==> src/rtl/sdm_dac.sv <==
// Volume-scaling stage plus first-order delta-sigma DAC modulator.
// Define SDM_DITHER_EN to add 2-bit LFSR dither ahead of the modulator accumulator.
module sdm_dac (
  input  logic               clk_i,
  input  logic               rst_i,
  input  logic               valid_i,
  input  logic signed [13:0] wave_i,
  input  logic [3:0]         volume_i,
  output logic               busy_o,
  output logic signed [13:0] sample_o,
  output logic               sample_valid_o,
  output logic               overrun_o,
  output logic               dac_o
);

  typedef enum logic [1:0] {StIdle, StScale, StLoad} state_e;

  state_e state_q, state_d;

  logic [1:0]         bit_cnt_q;
  logic signed [13:0] wave_q;
  logic [3:0]         vol_q;
  logic signed [17:0] prod_q;
  logic signed [17:0] wave_ext;
  logic signed [13:0] sample_q;
  logic               sample_valid_q;
  logic               overrun_q;
  logic [13:0]        acc_q;
  logic               dac_q;
  logic [13:0]        u;
  logic [13:0]        u_mod;
  logic [14:0]        sum;

  // State register
  always_ff @(posedge clk_i) begin
    if (rst_i) state_q <= StIdle;
    else       state_q <= state_d;
  end

  // Next-state logic
  always_comb begin
    state_d = state_q;
    unique case (state_q)
      StIdle:  if (valid_i) state_d = StScale;
      StScale: if (bit_cnt_q == 2'd3) state_d = StLoad;
      StLoad:  state_d = StIdle;
      default: state_d = StIdle;
    endcase
  end

  // Outputs
  always_comb begin
    busy_o         = (state_q != StIdle);
    sample_o       = sample_q;
    sample_valid_o = sample_valid_q;
    overrun_o      = overrun_q;
    dac_o          = dac_q;
  end

  assign wave_ext = {{4{wave_q[13]}}, wave_q};

  // Shift-and-add multiply, one volume bit per SCALE cycle, LSB first
  always_ff @(posedge clk_i) begin
    if (rst_i) begin
      bit_cnt_q      <= 2'd0;
      wave_q         <= '0;
      vol_q          <= '0;
      prod_q         <= '0;
      sample_q       <= '0;
      sample_valid_q <= 1'b0;
      overrun_q      <= 1'b0;
    end else begin
      sample_valid_q <= 1'b0;
      unique case (state_q)
        StIdle: begin
          if (valid_i) begin
            wave_q    <= wave_i;
            vol_q     <= volume_i;
            bit_cnt_q <= 2'd0;
            prod_q    <= '0;
          end
        end
        StScale: begin
          if (vol_q[bit_cnt_q]) prod_q <= prod_q + (wave_ext <<< bit_cnt_q);
          bit_cnt_q <= bit_cnt_q + 2'd1;
        end
        StLoad: begin
          sample_q       <= prod_q[17:4];
          sample_valid_q <= 1'b1;
        end
        default: ;
      endcase
      if (valid_i && (state_q != StIdle)) overrun_q <= 1'b1;
    end
  end

  // Offset binary: adding 8192 to a 14-bit signed value flips its sign bit
  assign u = {~sample_q[13], sample_q[12:0]};

`ifdef SDM_DITHER_EN
  logic [15:0]        lfsr_q;
  logic [15:0]        lfsr_d;
  logic signed [15:0] u_dith;

  assign lfsr_d = {1'b0, lfsr_q[15:1]} ^ (lfsr_q[0] ? 16'hB400 : 16'h0000);

  always_ff @(posedge clk_i) begin
    if (rst_i) lfsr_q <= 16'hACE1;
    else       lfsr_q <= lfsr_d;
  end

  always_comb begin
    u_dith = $signed({2'b00, u}) + $signed({{14{lfsr_q[1]}}, lfsr_q[1:0]});
    if (u_dith < 16'sd0)          u_mod = 14'd0;
    else if (u_dith > 16'sd16383) u_mod = 14'd16383;
    else                          u_mod = u_dith[13:0];
  end
`else
  assign u_mod = u;
`endif

  assign sum = {1'b0, acc_q} + {1'b0, u_mod};

  always_ff @(posedge clk_i) begin
    if (rst_i) begin
      acc_q <= '0;
      dac_q <= 1'b0;
    end else begin
      acc_q <= sum[13:0];
      dac_q <= sum[14];
    end
  end

endmodule

==> config.mk <==
export PLATFORM = sky130hd
export DESIGN_NAME = sdm_dac
export DESIGN_NICKNAME = d
export VERILOG_FILES = /design/src/rtl/sdm_dac.sv
export SDC_FILE = /design/constraint.sdc
export NUM_CORES = 1
export LEC_CHECK = 0
export ABC_AREA = 1
export BUFFER_PORTS_ARGS = -buffer_cell sky130_fd_sc_hd__buf_4
export CAP_MARGIN = 10
export CELL_PAD_IN_SITES_DETAIL_PLACEMENT = 1
export CELL_PAD_IN_SITES_GLOBAL_PLACEMENT = 1
export CORE_ASPECT_RATIO = 2
export CORE_MARGIN = 5
export CORE_UTILIZATION = 23
export CTS_BUF_LIST = sky130_fd_sc_hd__clkbuf_4 sky130_fd_sc_hd__clkbuf_8
export DETAILED_ROUTE_END_ITERATION = 16
export PLACE_DENSITY_LB_ADDON = 0.1
export SLEW_MARGIN = 25
export SYNTH_ARGS = -nofsm -noshare
export SYNTH_HDL_FRONTEND = slang
export SYNTH_SLANG_ARGS = --single-unit
==> constraint.sdc <==
create_clock -name clk_i -period 5.3 [get_ports clk_i]
set_input_delay 0.53 -clock clk_i [delete_from_list [all_inputs] [get_ports clk_i]]
set_output_delay 0.53 -clock clk_i [all_outputs]
set_load 0.02 [all_outputs]
==> run_results.csv, run 1 <==
group,metric,value,unit
run_status,status,"complete, no violations",
clock_network,clockRootBuffer,"clkbuf_8",
global_route,grt_pass1_wl,23700,µm
drt,ant_nets,0,
sta,finalClockSkew,0.0110,ns
synth,syn-num-nets,671,
synth,yosysTopAreaCellShare,33.1,%
drt,drt_wl_total,14800,µm
synth,synthSimpleGateAreaFrac,25.8,%
setup_path,start_kind,"flop",
min_path,worst_hold_path.endpoint,"overrun_o",
setup_path,critPathMaxStageDelay,0.86,ns
setup_path,reg2reg_to,"prod_q[17]",
sta,setup_viol,0,
place,post-dp-hpwl,11900,µm
synth,yosysSeqAreaShare,33.1,%
synth,synth_mux_area_share,2.80,%
clock_network,cts_setup_buffers,0,
clock_network,cts_resized,0,
clock_network,clkLatencyLatePin,0.36,ns
synth,ys_ff_latch,71,
sta,tns,0,ns
global_route,grt_max_degree,33,
clock_network,cts.clk_slew.worst_paths,0.08,ns
global_route,grt.total_usage,14.4,%
floorplan,rows,70,
synth,syn_avg_cell_area,6.96,µm²
synth,synth_top_area_cell,"dfxtp_1",
drt,avgRoutedWirePerCell,17.0,µm
setup_path,cp_data_arrival_time,3.39,ns
sta,timing.fmax,323,MHz
drt,viasPerCell,4.77,
synth,synth_cells,616,
sta,worst_pin_slew,0.824,ns
floorplan,die_y,203,µm
sta,finalCriticalPeriod,3.09,ns
synth,synthAdderAreaFrac,10.3,%
min_path,worstHoldPathType,"primary input to flop",
drt,via_count,4151,
global_route,grt_overflow_total,0,
floorplan,ios,39,
synth,synth_flop_cell,"dfxtp_1",
setup_path,r2r_slack,2.21,ns
clock_network,clockBufferDepth,2,
setup_path,crit_path_cell_trace,"inv_1 > o21ai_0 > ha_1 > a21oi_1 > o21ai_0 > a21oi_1 > nand2_1 > nand2_1 > nand3_1 > a21oi_1",
synth,yosys.area_share.xor_xnor,0.613,%
global_route,grt_pass1_vias,4530,
setup_path,cp-end-kind,"flop",
clock_network,cts_max_level,3,
sta,finalHoldViolCount,0,
layout,synthToLayoutAreaGrowth,15.2,%
drt,drt-initial-drc-count,95,
job,cap_viol_max_count,0,
pwr,total_power,1.19,mW
sta,slew-limit-headroom,45.0,%
place,port_buffers,38,
synth,async_reset_ff_share,0,%
clock_network,clkSinkCount,71,
synth,netlist_area,0.00429,mm²
layout,diodes,0,
clock_network,cts_buffers,9,
synth,ys_types,39,
min_path,holdPathStages,3,
floorplan,core,0.0183,mm²
floorplan,start_util,23.4,%
layout,layout.nets,705,
layout,final_core_util,27.0,%
synth,yosys_warnings,0,
sta,rsz0062_at_grt,"false",
setup_path,rr_worst_depth,10,
pwr,p_leak,2.18,nW
synth,synth_compound_area_share,19.8,%
floorplan,die_x,107,µm
setup_path,worst_path_max_delay_cell,"dfxtp_1",
synth,yosys-top-cells-area,"dfxtp_1, nand2_1, ha_1",
place,place_congestion,0.797,
pwr,ir_drop,0.0850,mV
setup_path,cpMostUsedCell,"a21oi_1",
setup_path,cp_max_fo,19,
clock_network,hold_buffers,0,
setup_path,worstPathRequired,5.60,ns
setup_path,crit_type,"flop to flop",
clock_network,tritoncts,"built",
setup_path,r2r-start,"bit_cnt_q[1]",
sta,report.final.slew_viol_count,0,
pwr,powerDensity,242,mW/mm²
global_route,antenna_found_initial,0,
synth,synth_top_family_by_area,"simple AND/OR/NAND/NOR gates",
floorplan,fp.dieArea,0.0216,mm²
synth,synth-edff-count,0,
drt,drt-pass1-iter-count,4,
drt,drc,0,
sta,holdWs,0.415,ns
sta,fin_crit_sh,58.4,%
layout,drive_above_1_share,13.0,%
min_path,holdCritStartpoint,"valid_i",
==> cells by family after synthesis <==
family / Yosys count
AOI/OAI and AO/OA: 156
adders and majority gates: 34
DFF: 71
and+or+nand+nor: 262
muxes: 12
buffers and inverters: 78
xor gates and xnor gates: 3
==> sequential cells by signal (all words and copies together) (netlist names) <==
signal          flops
acc_q              14
bit_cnt_q           2
dac_o               1
overrun_o           1
prod_q             18
sample_o           14
sample_valid_o      1
state_q             2
vol_q               4
wave_q             14
==> synth_stat cells (2+ instances only) <==
cell type	count
and2_1	3
a21oi_2	11
nor2_1	83
inv_1	57
nand2_4	2
nor2_2	2
nor3_1	6
nand2_2	9
nand2_1	119
fa_1	2
mux2i_1	12
clkbuf_1	14
nand3_1	29
nand3b_1	7
a21o_1	2
xor2_1	2
o21ai_0	69
ha_1	32
o21ai_1	3
a21oi_1	63
dfxtp_1	71
==> layout by cell type, fill, tap and decap left out, types with 9 or more instances in the layout <==
cell      count
nand3_1      29
nand2_2       9
dfxtp_1      70
nand2_1     119
o21ai_0      69
buf_4        41
a21oi_2      11
mux2i_1      12
nor2_1       83
inv_1        57
ha_1         32
a21oi_1      63
clkbuf_8     10
==> worst max path at each step <==
| stage | depth (start not counted) | slack, ns | end | from |
|---|---|---|---|---|
| finish | 10 | 2.21 | prod_q[17] | bit_cnt_q[1] |
| CTS | 10 | 1.86 | prod_q[17] | bit_cnt_q[0] |
| global route | 10 | 1.97 | prod_q[17] | bit_cnt_q[1] |
| global placement | 9 | 2.05 | prod_q[17] | bit_cnt_q[0] |
| detailed placement | 10 | 1.87 | prod_q[17] | bit_cnt_q[0] |
| floorplan | 16 | 3.08 | prod_q[12] | bit_cnt_q[1] |
==> stage by stage <==
stage / instance area [µm²] / worst slack, ns / std cells
3_3_place_gp: 4770 / 2.05 / 855
4_1_cts: 4940 / 1.86 / 870
2_1_floorplan: 4290 / 3.08 / 616
3_5_place_dp: 4770 / 1.87 / 855
6_report: 4940 / 2.21 / 870
5_1_grt: 4940 / 1.97 / 870
==> power by group <==
group	internal (mW)	switching, mW	leakage, nW
sequential	0.553	0.0228	0.578
clock	0.183	0.215	0.0884
combinational	0.0765	0.143	1.51
==> metal layers <==
layer | vias to the layer above | routed length [µm] | GRT usage, %
met5 | - | 0 | 0
met4 | 0 | 439 | 6.49
met3 | 17 | 266 | 1.91
met2 | 39 | 8620 | 28.9
met1 | 1982 | 5480 | 14.0
li1 | 2113 | - | -
==> area by class of cell <==
type	count	area, µm²
fillers	2276	13400
multi-input cells	467	2540
flip-flops and latches	71	1420
repair buffers	41	308
well taps	216	270
inverters	60	228
clock buffers	11	145
clock inverters	4	22.5
==> worst max-delay path, delay by kind of cell, from the launching register on <==
family	cells	cell delay [ns]
buf+inv	1	0.27
flops	1	0.86
compound gates	5	1.24
simple gates	3	0.23
fa+ha+maj	1	0.43
Note: power is estimated with default switching activity, not from simulation.
==> inputs of run 2 (changes only) <==
--- a/config.mk
+++ b/config.mk
@@ -5,7 +5,7 @@
 export SDC_FILE = /design/constraint.sdc
 export NUM_CORES = 1
 export LEC_CHECK = 0
-export ABC_AREA = 1
+export ABC_AREA = 0
 export BUFFER_PORTS_ARGS = -buffer_cell sky130_fd_sc_hd__buf_4
 export CAP_MARGIN = 10
 export CELL_PAD_IN_SITES_DETAIL_PLACEMENT = 1
==> constraint.sdc (replaced) <==
create_clock -name clk_i -period 3.2 [get_ports clk_i]
set_input_delay 0.32 -clock clk_i [delete_from_list [all_inputs] [get_ports clk_i]]
set_output_delay 0.32 -clock clk_i [all_outputs]
set_load 0.02 [all_outputs]
==> run_results.csv, run 2 <==
group,metric,value,unit
global_route,use_met3,2.79,%
global_route,grt.total_usage,12.3,%
floorplan,start_util,23.2,%
clock_network,clkLatencyLatePin,0.38,ns
setup_path,crit_family,"compound AO/OA/AOI/OAI gates",
pwr,ir_drop,0.127,mV
drt,drt_wl_total,12300,µm
synth,syn-num-nets,557,
layout,regMostFlops,"prod_q",
global_route,grt_overflow_total,0,
setup_path,cp-end-kind,"flop",
sta,fin_crit_sh,92.0,%
clock_network,cts_max_level,3,
layout,final_common_cell,"nand2_1",
place,place_congestion,0.802,
sta,tns,0,ns
clock_network,cts_resized,0,
sta,slew-limit-headroom,36.3,%
clock_network,cts_buffers,9,
sta,rsz0062_at_grt,"false",
synth,syn_avg_cell_area,8.37,µm²
drt,avgRoutedWirePerCell,16.2,µm
synth,netlist_area,0.00420,mm²
synth,async_reset_ff_share,0,%
layout,mostFrequentLayoutCells,"nand2_1, dfxtp_1, a21oi_1",
synth,yosysSeqAreaShare,33.8,%
drt,ant_nets,0,
synth,yosysTopAreaCellShare,33.8,%
job,cap_viol_max_count,0,
setup_path,critPathMaxStageDelay,0.51,ns
floorplan,die_y,201,µm
setup_path,cp_data_arrival_time,3.20,ns
drt,viasPerCell,4.89,
sta,report.final.slew_viol_count,0,
synth,yosys-top-cells-area,"dfxtp_1, ha_1, nand2_1",
global_route,grt_pass1_vias,4055,
drt,drt-initial-drc-count,82,
drt,drt-pass1-iter-count,4,
setup_path,start_kind,"flop",
sta,timing.fmax,340,MHz
synth,synth_flop_cell,"dfxtp_1",
global_route,met1_usage,11.8,%
min_path,holdPathStages,3,
synth,synth_common_cells,"nand2_1, dfxtp_1, a21oi_1",
floorplan,rows,70,
layout,stdcell_count,761,
floorplan,die_x,106,µm
setup_path,cp_max_fo,11,
place,post-dp-hpwl,9920,µm
layout,synthToLayoutAreaGrowth,18.1,%
drt,via_count,3721,
global_route,grt_max_degree,36,
sta,worst_pin_slew,0.954,ns
clock_network,clkSinkCount,71,
layout,drive_above_1_share,16.3,%
floorplan,ios,39,
sta,setup_viol,0,
clock_network,hold_buffers,0,
setup_path,worst_path_max_delay_cell,"mux4_2",
synth,ys_types,57,
clock_network,clockRootBuffer,"clkbuf_8",
synth,yosysMostFrequentCell,"nand2_1",
min_path,worstHoldPathType,"primary input to flop",
clock_network,tritoncts,"built",
place,port_buffers,38,
synth,synth_cells,502,
sta,finalClockSkew,0.0124,ns
layout,diodes,0,
synth,yosys_warnings,0,
layout,largest_register_ffs,18,
pwr,p_leak,2.00,nW
clock_network,cts_setup_buffers,0,
global_route,busiest_layer,"met2",
global_route,grt_pass1_wl,20500,µm
run_status,status,"complete, no violations",
global_route,met2_usage,24.3,%
drt,drc,0,
sta,finalHoldViolCount,0,
floorplan,core,0.0181,mm²
place,place_inst,745,
setup_path,rr_worst_depth,9,
floorplan,fp.dieArea,0.0212,mm²
synth,synth-edff-count,0,
clock_network,cts.clk_slew.worst_paths,0.08,ns
synth,ys_ff_latch,71,
setup_path,worst-path-buf-inv,1,
setup_path,crit_path_cell_trace,"buf_12 > mux4_2 > ha_1 > a211o_1 > a311oi_2 > o31ai_1 > a311oi_1 > xor2_1 > o21ai_1",
setup_path,worstPathRequired,3.46,ns
pwr,powerDensity,389,mW/mm²
setup_path,crit_type,"flop to flop",
sta,holdWs,0.193,ns
sta,finalCriticalPeriod,2.94,ns
synth,synth_top_area_cell,"dfxtp_1",
global_route,antenna_found_initial,0,
setup_path,cp.depth,9,
layout,layout.nets,595,
clock_network,clockBufferDepth,2,
## run 2: cell count changes in the layout (fill, tap and decap cells not counted), sizes merged, moves of 9 or more
cell | previous run | this run
a21oi | 74 | 63
o21ai | 73 | 16
nand2 | 130 | 92
mux4 | 0 | 9
nor2b | 0 | 12
nor2 | 85 | 36
nand3 | 29 | 12
inv | 59 | 15
o21a | 0 | 10
## run 2: worst paths after layout
kind	start	to	slack, ns
max	bit_cnt_q[0]	prod_q[16]	0.26
min reg2reg	vol_q[1]	vol_q[1]	0.46
min	volume_i[2]	vol_q[2]	0.19
max reg2reg	bit_cnt_q[0]	prod_q[16]	0.26
## run 2: metrics by stage
| stage | instance area (µm²) | setup slack (ns) | power [mW] | util (%) |
|---|---|---|---|---|
| after global placement | 4750 | 0.256 | 1.18 | 26.2 |
| after CTS | 4950 | 0.191 | 1.98 | 27.3 |
| after global routing | 4960 | 0.00646 | 2.03 | 27.4 |
| final | 4960 | 0.257 | 1.93 | 27.4 |
| after detailed placement | 4750 | 0.219 | 1.18 | 26.2 |
| after floorplan | 4200 | 0.300 | 1.10 | - |
## run 2: routing by layer
metal  vias up  share of wire, %
met1      1793                37
li1       1864                 -
met2        46                58
met4         0               2.4
met5         -                 0
met3        18               2.4
## run 2: where the power goes
group	total, mW	leakage, nW	switching [mW]	internal [mW]
Clock	0.773	0.0925	0.401	0.373
Combinational	0.224	1.33	0.125	0.0988
Sequential	0.931	0.576	0.0243	0.906
## run 2: logic make-up (layout without fill, tap and decap cells)
logic type                 count (synthesis)  after routing  synth area share (%)
AOI/OAI and AO/OA                        138            138                  21.4
DFF                                       71             71                  33.8
buffers and inverters                     34             77                  3.25
adders and majority gates                 34             34                  10.5
and+or+nand+nor                          189            189                  20.0
xor gates and xnor gates                  14             14                  2.92
muxes                                     22             22                  8.07
## run 2: worst reg2reg max path, stage by stage, from the launching register on
cell	delay, ns
dfxtp_1	0.46
buf_12	0.19
mux4_2	0.51
ha_1	0.34
a211o_1	0.32
a311oi_2	0.29
o31ai_1	0.14
a311oi_1	0.32
xor2_1	0.19
o21ai_1	0.07
## run 2: layout make-up
cell class | count | area, µm²
Tap cell | 216 | 270
Multi-Input combinational cell | 397 | 2650
Sequential cell | 71 | 1420
Clock buffer | 10 | 131
Inverter | 14 | 52.6
Fill cell | 2130 | 13200
Clock inverter | 6 | 70.1
Timing Repair Buffer | 47 | 365
